**config.mk**
```make
export PLATFORM = sky130hd
export DESIGN_NAME = motion_sensor_conditioner_flat
export DESIGN_NICKNAME = d
export VERILOG_FILES = /design/src/rtl/home_auto_pkg.sv /design/src/rtl/motion_sensor_conditioner_if.sv /design/src/rtl/input_debouncer.sv /design/src/rtl/motion_sensor_conditioner.sv /design/src/flat_wrapper.sv
export SDC_FILE = /design/constraint.sdc
export NUM_CORES = 1
export LEC_CHECK = 0
export ABC_AREA = 1
export CAP_MARGIN = 20
export CELL_PAD_IN_SITES_DETAIL_PLACEMENT = 1
export CELL_PAD_IN_SITES_GLOBAL_PLACEMENT = 1
export CORE_UTILIZATION = 40
export DETAILED_ROUTE_END_ITERATION = 8
export PLACE_DENSITY = 0.76
export SLEW_MARGIN = 40
export SYNTH_ARGS = -nofsm -noshare
export SYNTH_HDL_FRONTEND = slang
export SYNTH_HIERARCHICAL = 1
export SYNTH_SLANG_ARGS = --single-unit
```
**constraint.sdc**
```tcl
create_clock -name clk -period 1.8 [get_ports clk]
set_clock_uncertainty 0.1 [all_clocks]
set_input_delay 0.18 -clock clk [delete_from_list [all_inputs] [get_ports clk]]
set_output_delay 0.18 -clock clk [all_outputs]
set_load 0.005 [all_outputs]
```
**src/rtl/home_auto_pkg.sv**
```systemverilog
// Shared definitions for the home-automation front end: motion FSM encoding
// and the default timing constants also used by smart_camera benches.
package home_auto_pkg;

    typedef logic [1:0] ms_state_t;

    localparam ms_state_t MS_IDLE    = 2'd0;
    localparam ms_state_t MS_QUALIFY = 2'd1;
    localparam ms_state_t MS_ACTIVE  = 2'd2;
    localparam ms_state_t MS_LOCKOUT = 2'd3;

    localparam int DEF_SYNC_STAGES     = 2;
    localparam int DEF_DEBOUNCE_CYCLES = 16;
    localparam int DEF_LOCKOUT_CYCLES  = 64;
    localparam int DEF_CNT_W           = 8;

    // True when a cycle count is non-zero and representable in a width-bit counter.
    function automatic logic fits_cnt(input int value, input int width);
        return (value >= 1) && (value <= (1 << width) - 1);
    endfunction

endpackage

```
**src/rtl/motion_sensor_conditioner_if.sv**
```systemverilog
// Signal bundle between the raw sensor inputs, the conditioner and its consumers.
interface motion_sensor_conditioner_if
    import home_auto_pkg::*;
#(
    parameter int CNT_W = DEF_CNT_W
);
    logic             pir_raw;
    logic             remote_btn_raw;
    logic             enable;
    logic             motion_detected;
    logic             remote_control;
    logic             motion_active;
    logic [CNT_W-1:0] event_count;
    ms_state_t        motion_state;
    logic             remote_level;

    // No valid/ready pair here: motion_detected and remote_control are
    // single-cycle event strobes with no back-pressure; the consumer must
    // sample them every cycle. Levels and the counter are plain status.
    modport slave (
        input  pir_raw, remote_btn_raw, enable,
        output motion_detected, remote_control, motion_active, event_count,
        output motion_state, remote_level
    );

    modport master (
        output pir_raw, remote_btn_raw, enable,
        input  motion_detected, remote_control, motion_active, event_count,
        input  motion_state, remote_level
    );
endinterface

```
**src/rtl/input_debouncer.sv**
```systemverilog
// Synchroniser plus consecutive-high debouncer; emits a level and a one-cycle rise strobe.
module input_debouncer #(
    parameter int SYNC_STAGES     = 2,
    parameter int DEBOUNCE_CYCLES = 16,
    parameter int CNT_W           = 8
) (
    input  logic clk,
    input  logic rst,
    input  logic raw,
    output logic level,
    output logic rise
);
    localparam logic [CNT_W-1:0] DEB_LAST = CNT_W'(DEBOUNCE_CYCLES - 1);

    logic [SYNC_STAGES-1:0] sync_q, sync_d;
    logic [CNT_W-1:0]       cnt_q, cnt_d;
    logic                   level_q, level_d;
    logic                   rise_q, rise_d;
    logic                   in_s;

    assign in_s = sync_q[SYNC_STAGES-1];

    always_comb begin
        sync_d  = {sync_q[SYNC_STAGES-2:0], raw};
        cnt_d   = cnt_q;
        level_d = level_q;
        rise_d  = 1'b0;
        if (!in_s) begin
            cnt_d   = '0;
            level_d = 1'b0;
        end else if (!level_q) begin
            if (cnt_q == DEB_LAST) begin
                level_d = 1'b1;
                rise_d  = 1'b1;
                cnt_d   = '0;
            end else begin
                cnt_d = cnt_q + CNT_W'(1);
            end
        end
    end

    always_ff @(posedge clk or posedge rst) begin
        if (rst) begin
            sync_q  <= '0;
            cnt_q   <= '0;
            level_q <= 1'b0;
            rise_q  <= 1'b0;
        end else begin
            sync_q  <= sync_d;
            cnt_q   <= cnt_d;
            level_q <= level_d;
            rise_q  <= rise_d;
        end
    end

    assign level = level_q;
    assign rise  = rise_q;
endmodule

```
**src/rtl/motion_sensor_conditioner.sv**
```systemverilog
// PIR debounce/qualify/lockout FSM plus debounced remote button, producing clean
// single-cycle event strobes and a saturating motion event counter.
module motion_sensor_conditioner
    import home_auto_pkg::*;
#(
    parameter int SYNC_STAGES     = DEF_SYNC_STAGES,
    parameter int DEBOUNCE_CYCLES = DEF_DEBOUNCE_CYCLES,
    parameter int LOCKOUT_CYCLES  = DEF_LOCKOUT_CYCLES,
    parameter int CNT_W           = DEF_CNT_W
) (
    input  logic                        clk,
    input  logic                        rst,
    motion_sensor_conditioner_if.slave  bus
);
    localparam logic [CNT_W-1:0] DEB_LAST  = CNT_W'(DEBOUNCE_CYCLES - 1);
    localparam logic [CNT_W-1:0] LOCK_LAST = CNT_W'(LOCKOUT_CYCLES - 1);
    localparam logic [CNT_W-1:0] EVT_MAX   = '1;

    if (SYNC_STAGES < 2) begin : g_bad_sync
        $error("SYNC_STAGES must be at least 2");
    end
    if (!fits_cnt(DEBOUNCE_CYCLES, CNT_W)) begin : g_bad_deb
        $error("DEBOUNCE_CYCLES must be in 1..2**CNT_W-1");
    end
    if (!fits_cnt(LOCKOUT_CYCLES, CNT_W)) begin : g_bad_lock
        $error("LOCKOUT_CYCLES must be in 1..2**CNT_W-1");
    end

    logic [SYNC_STAGES-1:0] pir_sync_q, pir_sync_d;
    ms_state_t              state_q, state_d;
    logic [CNT_W-1:0]       cnt_q, cnt_d;
    logic                   motion_detected_q, motion_detected_d;
    logic                   motion_active_q, motion_active_d;
    logic [CNT_W-1:0]       event_count_q, event_count_d;
    logic                   pir_s;

    assign pir_s = pir_sync_q[SYNC_STAGES-1];

    always_comb begin
        pir_sync_d        = {pir_sync_q[SYNC_STAGES-2:0], bus.pir_raw};
        state_d           = state_q;
        cnt_d             = cnt_q;
        motion_detected_d = 1'b0;
        case (state_q)
            MS_IDLE: begin
                if (pir_s) begin
                    // A one-cycle debounce qualifies on the very first high sample.
                    if (DEB_LAST == '0) begin
                        state_d           = MS_ACTIVE;
                        cnt_d             = '0;
                        motion_detected_d = 1'b1;
                    end else begin
                        state_d = MS_QUALIFY;
                        cnt_d   = CNT_W'(1);
                    end
                end
            end
            MS_QUALIFY: begin
                if (!pir_s) begin
                    state_d = MS_IDLE;
                    cnt_d   = '0;
                end else if (cnt_q == DEB_LAST) begin
                    state_d           = MS_ACTIVE;
                    cnt_d             = '0;
                    motion_detected_d = 1'b1;
                end else begin
                    cnt_d = cnt_q + CNT_W'(1);
                end
            end
            MS_ACTIVE: begin
                if (!pir_s) begin
                    state_d = MS_LOCKOUT;
                    cnt_d   = '0;
                end
            end
            MS_LOCKOUT: begin
                if (cnt_q == LOCK_LAST) begin
                    state_d = MS_IDLE;
                    cnt_d   = '0;
                end else begin
                    cnt_d = cnt_q + CNT_W'(1);
                end
            end
            default: begin
                state_d = MS_IDLE;
                cnt_d   = '0;
            end
        endcase
        if (!bus.enable) begin
            state_d           = MS_IDLE;
            cnt_d             = '0;
            motion_detected_d = 1'b0;
        end
        motion_active_d = (state_d == MS_ACTIVE);
        event_count_d   = (motion_detected_d && (event_count_q != EVT_MAX))
                          ? event_count_q + CNT_W'(1) : event_count_q;
    end

    always_ff @(posedge clk or posedge rst) begin
        if (rst) begin
            pir_sync_q        <= '0;
            state_q           <= MS_IDLE;
            cnt_q             <= '0;
            motion_detected_q <= 1'b0;
            motion_active_q   <= 1'b0;
            event_count_q     <= '0;
        end else begin
            pir_sync_q        <= pir_sync_d;
            state_q           <= state_d;
            cnt_q             <= cnt_d;
            motion_detected_q <= motion_detected_d;
            motion_active_q   <= motion_active_d;
            event_count_q     <= event_count_d;
        end
    end

    input_debouncer #(
        .SYNC_STAGES    (SYNC_STAGES),
        .DEBOUNCE_CYCLES(DEBOUNCE_CYCLES),
        .CNT_W          (CNT_W)
    ) u_remote (
        .clk  (clk),
        .rst  (rst),
        .raw  (bus.remote_btn_raw),
        .level(bus.remote_level),
        .rise (bus.remote_control)
    );

    assign bus.motion_detected = motion_detected_q;
    assign bus.motion_active   = motion_active_q;
    assign bus.event_count     = event_count_q;
    assign bus.motion_state    = state_q;
endmodule

```
**src/flat_wrapper.sv**
```systemverilog
// flat-port wrapper written by rule: the top's interface ports become plain ports
module motion_sensor_conditioner_flat import home_auto_pkg::*;
#(
    parameter int SYNC_STAGES     = DEF_SYNC_STAGES,
    parameter int DEBOUNCE_CYCLES = DEF_DEBOUNCE_CYCLES,
    parameter int LOCKOUT_CYCLES  = DEF_LOCKOUT_CYCLES,
    parameter int CNT_W           = DEF_CNT_W
)
  (clk, rst, bus_pir_raw, bus_remote_btn_raw, bus_enable, bus_motion_detected, bus_remote_control, bus_motion_active, bus_event_count, bus_motion_state, bus_remote_level);
  motion_sensor_conditioner_if #(.CNT_W(CNT_W)) bus_i ();
  input  logic clk;
  input  logic rst;
  input wire logic [$bits(bus_i.pir_raw)-1:0] bus_pir_raw;
  input wire logic [$bits(bus_i.remote_btn_raw)-1:0] bus_remote_btn_raw;
  input wire logic [$bits(bus_i.enable)-1:0] bus_enable;
  output wire logic [$bits(bus_i.motion_detected)-1:0] bus_motion_detected;
  output wire logic [$bits(bus_i.remote_control)-1:0] bus_remote_control;
  output wire logic [$bits(bus_i.motion_active)-1:0] bus_motion_active;
  output wire logic [$bits(bus_i.event_count)-1:0] bus_event_count;
  output wire logic [$bits(bus_i.motion_state)-1:0] bus_motion_state;
  output wire logic [$bits(bus_i.remote_level)-1:0] bus_remote_level;
  assign bus_i.pir_raw = bus_pir_raw;
  assign bus_i.remote_btn_raw = bus_remote_btn_raw;
  assign bus_i.enable = bus_enable;
  assign bus_motion_detected = bus_i.motion_detected;
  assign bus_remote_control = bus_i.remote_control;
  assign bus_motion_active = bus_i.motion_active;
  assign bus_event_count = bus_i.event_count;
  assign bus_motion_state = bus_i.motion_state;
  assign bus_remote_level = bus_i.remote_level;
  motion_sensor_conditioner #(.SYNC_STAGES(SYNC_STAGES), .DEBOUNCE_CYCLES(DEBOUNCE_CYCLES), .LOCKOUT_CYCLES(LOCKOUT_CYCLES), .CNT_W(CNT_W)) u_core (.clk(clk), .rst(rst), .bus(bus_i));
endmodule
```
== After elaboration in Yosys (flattened, before gate mapping) ==
Cells that the tools add are included.
Storage, ports and cells
  input bits: 5
  output and inout port bits: 14
  register bits: 34
Cells by class
  eq/ne operators: 11
  reduce and logical (&&, ||, !) cells: 3
  multiplexer cells: 26
  add/subtract/negate cells: 3
Operator list (count)
  2-to-1 mux 8 bit: 9
  one-hot mux 8 bit (4 select lines): 1
  adder 8 x 1 -> 8 bit (second input constant): 3
  equality test 8 x 4 -> 1 bit (second input constant): 2
  2-to-1 mux 2 bit: 6
  2-to-1 mux 1 bit: 9
  equality test 8 x 6 -> 1 bit (second input constant): 1
  != test 8 bit (second input constant): 1
  one-hot mux 2 bit (4 select lines): 1
  equality test 2 bit (second input constant): 3
  != test 3 x 2 -> 1 bit (second input constant): 1
  != test 3 bit (second input constant): 1
  equality test 2 x 1 -> 1 bit (second input constant): 1
  zero test 2 bit: 1
  != test 2 bit (second input constant): 1
  AND reduction 2 bit: 1
  logical AND 1 bit: 1

== Logic depth before layout (Yosys ltp) ==
  depth in word-level cells: 6
  gate-level depth with buffers: 10
  mapped depth without buffers: 10

== Modules after synthesis ==
The synthesis kept the hierarchy.
Modules (own cells, without submodules)
  motion_sensor_conditioner: area an instance 1268.7 sq um, cells an instance 167, instances 1
  input_debouncer: area an instance 614.3 sq um, cells an instance 73, instances 1

== Worst setup path before layout ==
OpenSTA, ideal clock, no wires.
  kind: register to register
  from: register u_core.event_count_q[0] (netlist: u_core/bus.event_count[0])
  to: register u_core.event_count_q[2] (netlist: u_core/bus.event_count[2])
  buffers on the path: 0
  data arrival time: 1.264 ns
  slack: 0.323 ns
  stages on the path, launching flop included: 9
  required time: 1.587 ns
  setup time: 0.113 ns
  path through: dfrtp_1 ha_1 nand3_1 nor2_1 nand3_1 nand3_1 nand2_1 nand2_1 inv_1
On the way
  longest elaborated chain between the ends: 2
  elaborated cells on any way between the ends: 3
  those cells by class: 1 x add/sub; 1 x eq/ne; 1 x reduce/logical
RTL lines
  from (decl): RTL line motion_sensor_conditioner.sv:34  | logic [CNT_W-1:0] event_count_q, event_count_d;
  from (signal assigned): RTL line motion_sensor_conditioner.sv:113  | event_count_q <= event_count_d;
  branches (longest 2 deep; another with adder 8 x 1 -> 8 bit)
Parallel ways; which one is timed is not known.
A chain may end at the register's enable or synchronous reset.

== Worst setup path after layout ==
  from: register u_core.state_q[1] (netlist: u_core/bus.motion_state[1])
  to: output port bus_motion_state[1]
RTL lines
  from (decl): RTL line motion_sensor_conditioner.sv:30  | ms_state_t state_q, state_d;
  from (signal assigned): RTL line motion_sensor_conditioner.sv:109  | state_q <= state_d;
  to (decl): RTL line flat_wrapper.sv:20  | output wire logic [$bits(bus_i.motion_state)-1:0] bus_motion_state;
No word-level cell between the ends.

==> metrics.cfg <==
[run_status]
status = finished clean

[global_routing]
antenna_found_initial = 0
grt-ovfl-total = 0
grt_pass1_wl_mm = 7.42
grt_max_degree = 23
grt_pass1_vias = 1640
grt_util_all_layers_pct = 19.2

[critical_path]
crit_chain = clkdlybuf4s50_1
path_delay_family = buffers and inverters
cp_num_buf_inv = 1
critPathMaxStageDelay_ns = 0.58
endpoint_kind = output port
slowest_stage = clkdlybuf4s50_1
startpoint_type = flip-flop
worstPathMaxFanout = 9
arrival_ns = 1.39
worst-setup-path-type = reg2out
cp.required_ns = 1.52

[pwr]
combPwrFrac_pct = 7.0
ir_drop_uv = 341
p_sw_mw = 0.347
p_int_mw = 1.07
leakage_nw = 1.09
power_switching_share_pct = 24.4
p_clk_share_pct = 37.0
power.share.sequential_pct = 56.0
pwr_density_cell_nw_per_um2 = 641

[routing]
drt-vias-per-instance = 5.05
antenna_left = 0
wl_per_cell_um = 13.1
drc = 0
vias = 1600
drt_iter0_markers = 45
finalWirelength_mm = 4.17
drt-pass1-iter-count = 5

[synth]
yosys-top-cells-count = 64 x nand2_1, 34 x dfrtp_1, 33 x inv_1
netlist_area_um2 = 1880
synth_most_common_cell = nand2_1
yosysUniqueCellTypes = 31
ys_ff_latch = 34
synth_warnings = 6
yosysSeqAreaShare_pct = 45.2
synth_mux_area_share_pct = 0
synthAdderAreaFrac_pct = 1.99
synth-async-reset-ratio_pct = 100
postSynthCellCount = 240
synth-compound-area-share_pct = 7.51
avgSynthCellArea_um2 = 7.85
synth_top_family_by_area = simple AND/OR/NAND/NOR gates
synth-xor-area-share_pct = 3.72
ys.flop_type = dfrtp_1
synth_top_cell_by_area = dfrtp_1
syn_nets = 248
synth_edf_count = 0
synth_top_area_share_pct = 45.2
synthSimpleGateAreaFrac_pct = 32.6
netlist_top_cells_area = dfrtp_1 45%, nand2_1 13%, inv_1 6.6%

[floorplanning]
io_pins = 19
core_area_um2 = 4440
die_y_um = 70.6
design.die.area_um2 = 4990
rows = 24
initial_core_util_pct = 42.4
fp.dieW_um = 70.6

[sta]
slew_headroom_pct = 67.4
rsz0062_at_grt = yes
worst_pin_slew_ns = 0.488
fin_crit_ns = 1.67
slew_violations = 0
setup_ws_ns = 0.134
hold_violations = 0
finalCritPeriodShare_pct = 92.5
final-setup-viol-count = 0
max_freq_mhz = 600

[clock_tree]
holdBufCountCts = 0
clk_pin_slew_worst_paths_ns = 0.07
clk_latency_ns = 0.28
cts_buffer_depth = 2
cts_max_level = 2
cts_made_buffers = 5
cts_tree = done
cts_sinks = 34
clockRootBuffer = clkbuf_8

[final_layout]
utilization_pct = 49.9
antennaDiodeCount = 0
area.growth.synth_to_final_pct = 17.7
drive_above_1_share_pct = 13.6
finalNetCount = 273
nFillCells = 577

[placed_design]
hpwlAfterDp_mm = 3.19
port_buffers = 18
finalWeightedCongestion = 0.775
pre_cts_ws_ns = 0.0821

[worst_hold_path]
hp-class = in2async

[run]
timing.max_cap.violations = 0

-- final cells by class --
cell class                 count  area, um2  area share (%)
timing repair buffer          21        203            9.14
tap                           52       65.1            2.93
sequential                    34        851            38.4
inverter                      38        143            6.43
clock buffer                   5       68.8            3.10
clock inverter                 2       10.0           0.451
multi-input combinational    165        877            39.6
-- metrics by stage --
stage	area [um2]	setup TNS (ns)	hold slack (ns)	std cells	power (mW)
2_1_floorplan	1880	0	-0.0553	240	0.871
3_3_place_gp	2120	0	0.234	309	0.907
3_5_place_dp	2120	0	0.237	309	0.909
4_1_cts	2190	0	0.159	316	1.45
5_1_grt	2220	-0.0268	0.218	317	1.49
6_report	2220	0	0.146	317	1.42
-- state kept, by name, indices dropped and copies added (netlist names) --
signal / flops
u_core/bus.motion_state: 2
u_core/bus.event_count: 8
u_core/u_remote/rise: 1
u_core/pir_sync_q: 2
u_core/cnt_q: 8
u_core/u_remote/level: 1
u_core/bus.motion_active: 1
u_core/u_remote/cnt_q: 8
u_core/bus.motion_detected: 1
u_core/u_remote/sync_q: 2
-- worst paths after layout --
| check | depth (start not counted) | from | slack, ns | end |
|---|---|---|---|---|
| min reg2reg | 0 | u_core/pir_sync_q[0]$_DFF_PP0_ | 0.25 | u_core/pir_sync_q[1]$_DFF_PP0_ |
| max reg2reg | 8 | u_core/bus.event_count[1]$_DFFE_PP0P_ | 0.17 | u_core/bus.event_count[2]$_DFFE_PP0P_ |
| min in group clk | 1 | bus_pir_raw | 0.24 | u_core/pir_sync_q[0]$_DFF_PP0_ |
| max | 1 | u_core/bus.motion_state[1]$_DFF_PP0_ | 0.13 | bus_motion_state[1] |
| max in group asynchronous | 2 | rst | 1.12 | u_core/u_remote/cnt_q[0]$_DFFE_PP0P_ |
| min | 2 | rst | 0.15 | u_core/u_remote/cnt_q[7]$_DFFE_PP0P_ |
-- power groups by stage --
stage                     Clock (mW)  Sequential [mW]  Combinational [mW]
final                          0.526            0.796              0.0990
after global routing           0.579            0.797               0.115
after CTS                      0.556            0.795              0.0998
after detailed placement           0            0.810              0.0994
after global placement             0            0.809              0.0984
after floorplan                    0            0.806              0.0652
-- layout by cell type, fill, tap and decap left out, types with 5 or more instances in the layout --
cell,Yosys,final
nand2_1,64,64
dfrtp_1,34,34
inv_1,33,33
nand3_1,23,22
nor2_1,20,19
clkdlybuf4s50_1,0,18
a21oi_1,10,10
nand4_1,6,6
clkbuf_8,0,5
inv_2,5,5
-- cells by family (layout without fill, tap and decap cells) --
family	count (synthesis)	count (layout)
and+or+nand+nor	131	131
buffers and inverters	41	66
DFF	34	34
AOI/OAI and AO/OA	23	23
xor gates and xnor gates	8	8
adders and majority gates	3	3
-- what timing repair did --
item	4_1_cts	5_1_grt
gates resized for setup	0	4
hold endpoints to repair	0	0
buffers inserted	0	1
endpoints found under the setup margin	0	10
-- layer usage --
metal  global-route usage, %  vias to the layer above  wire length, um
met5                       0                        -                0
met4                    6.67                        0               59
met3                    4.70                        7              128
met2                    33.7                       20             2000
met1                    23.2                      765             1980
li1                        -                      808                -
Power figures use the tool's default switching activity.
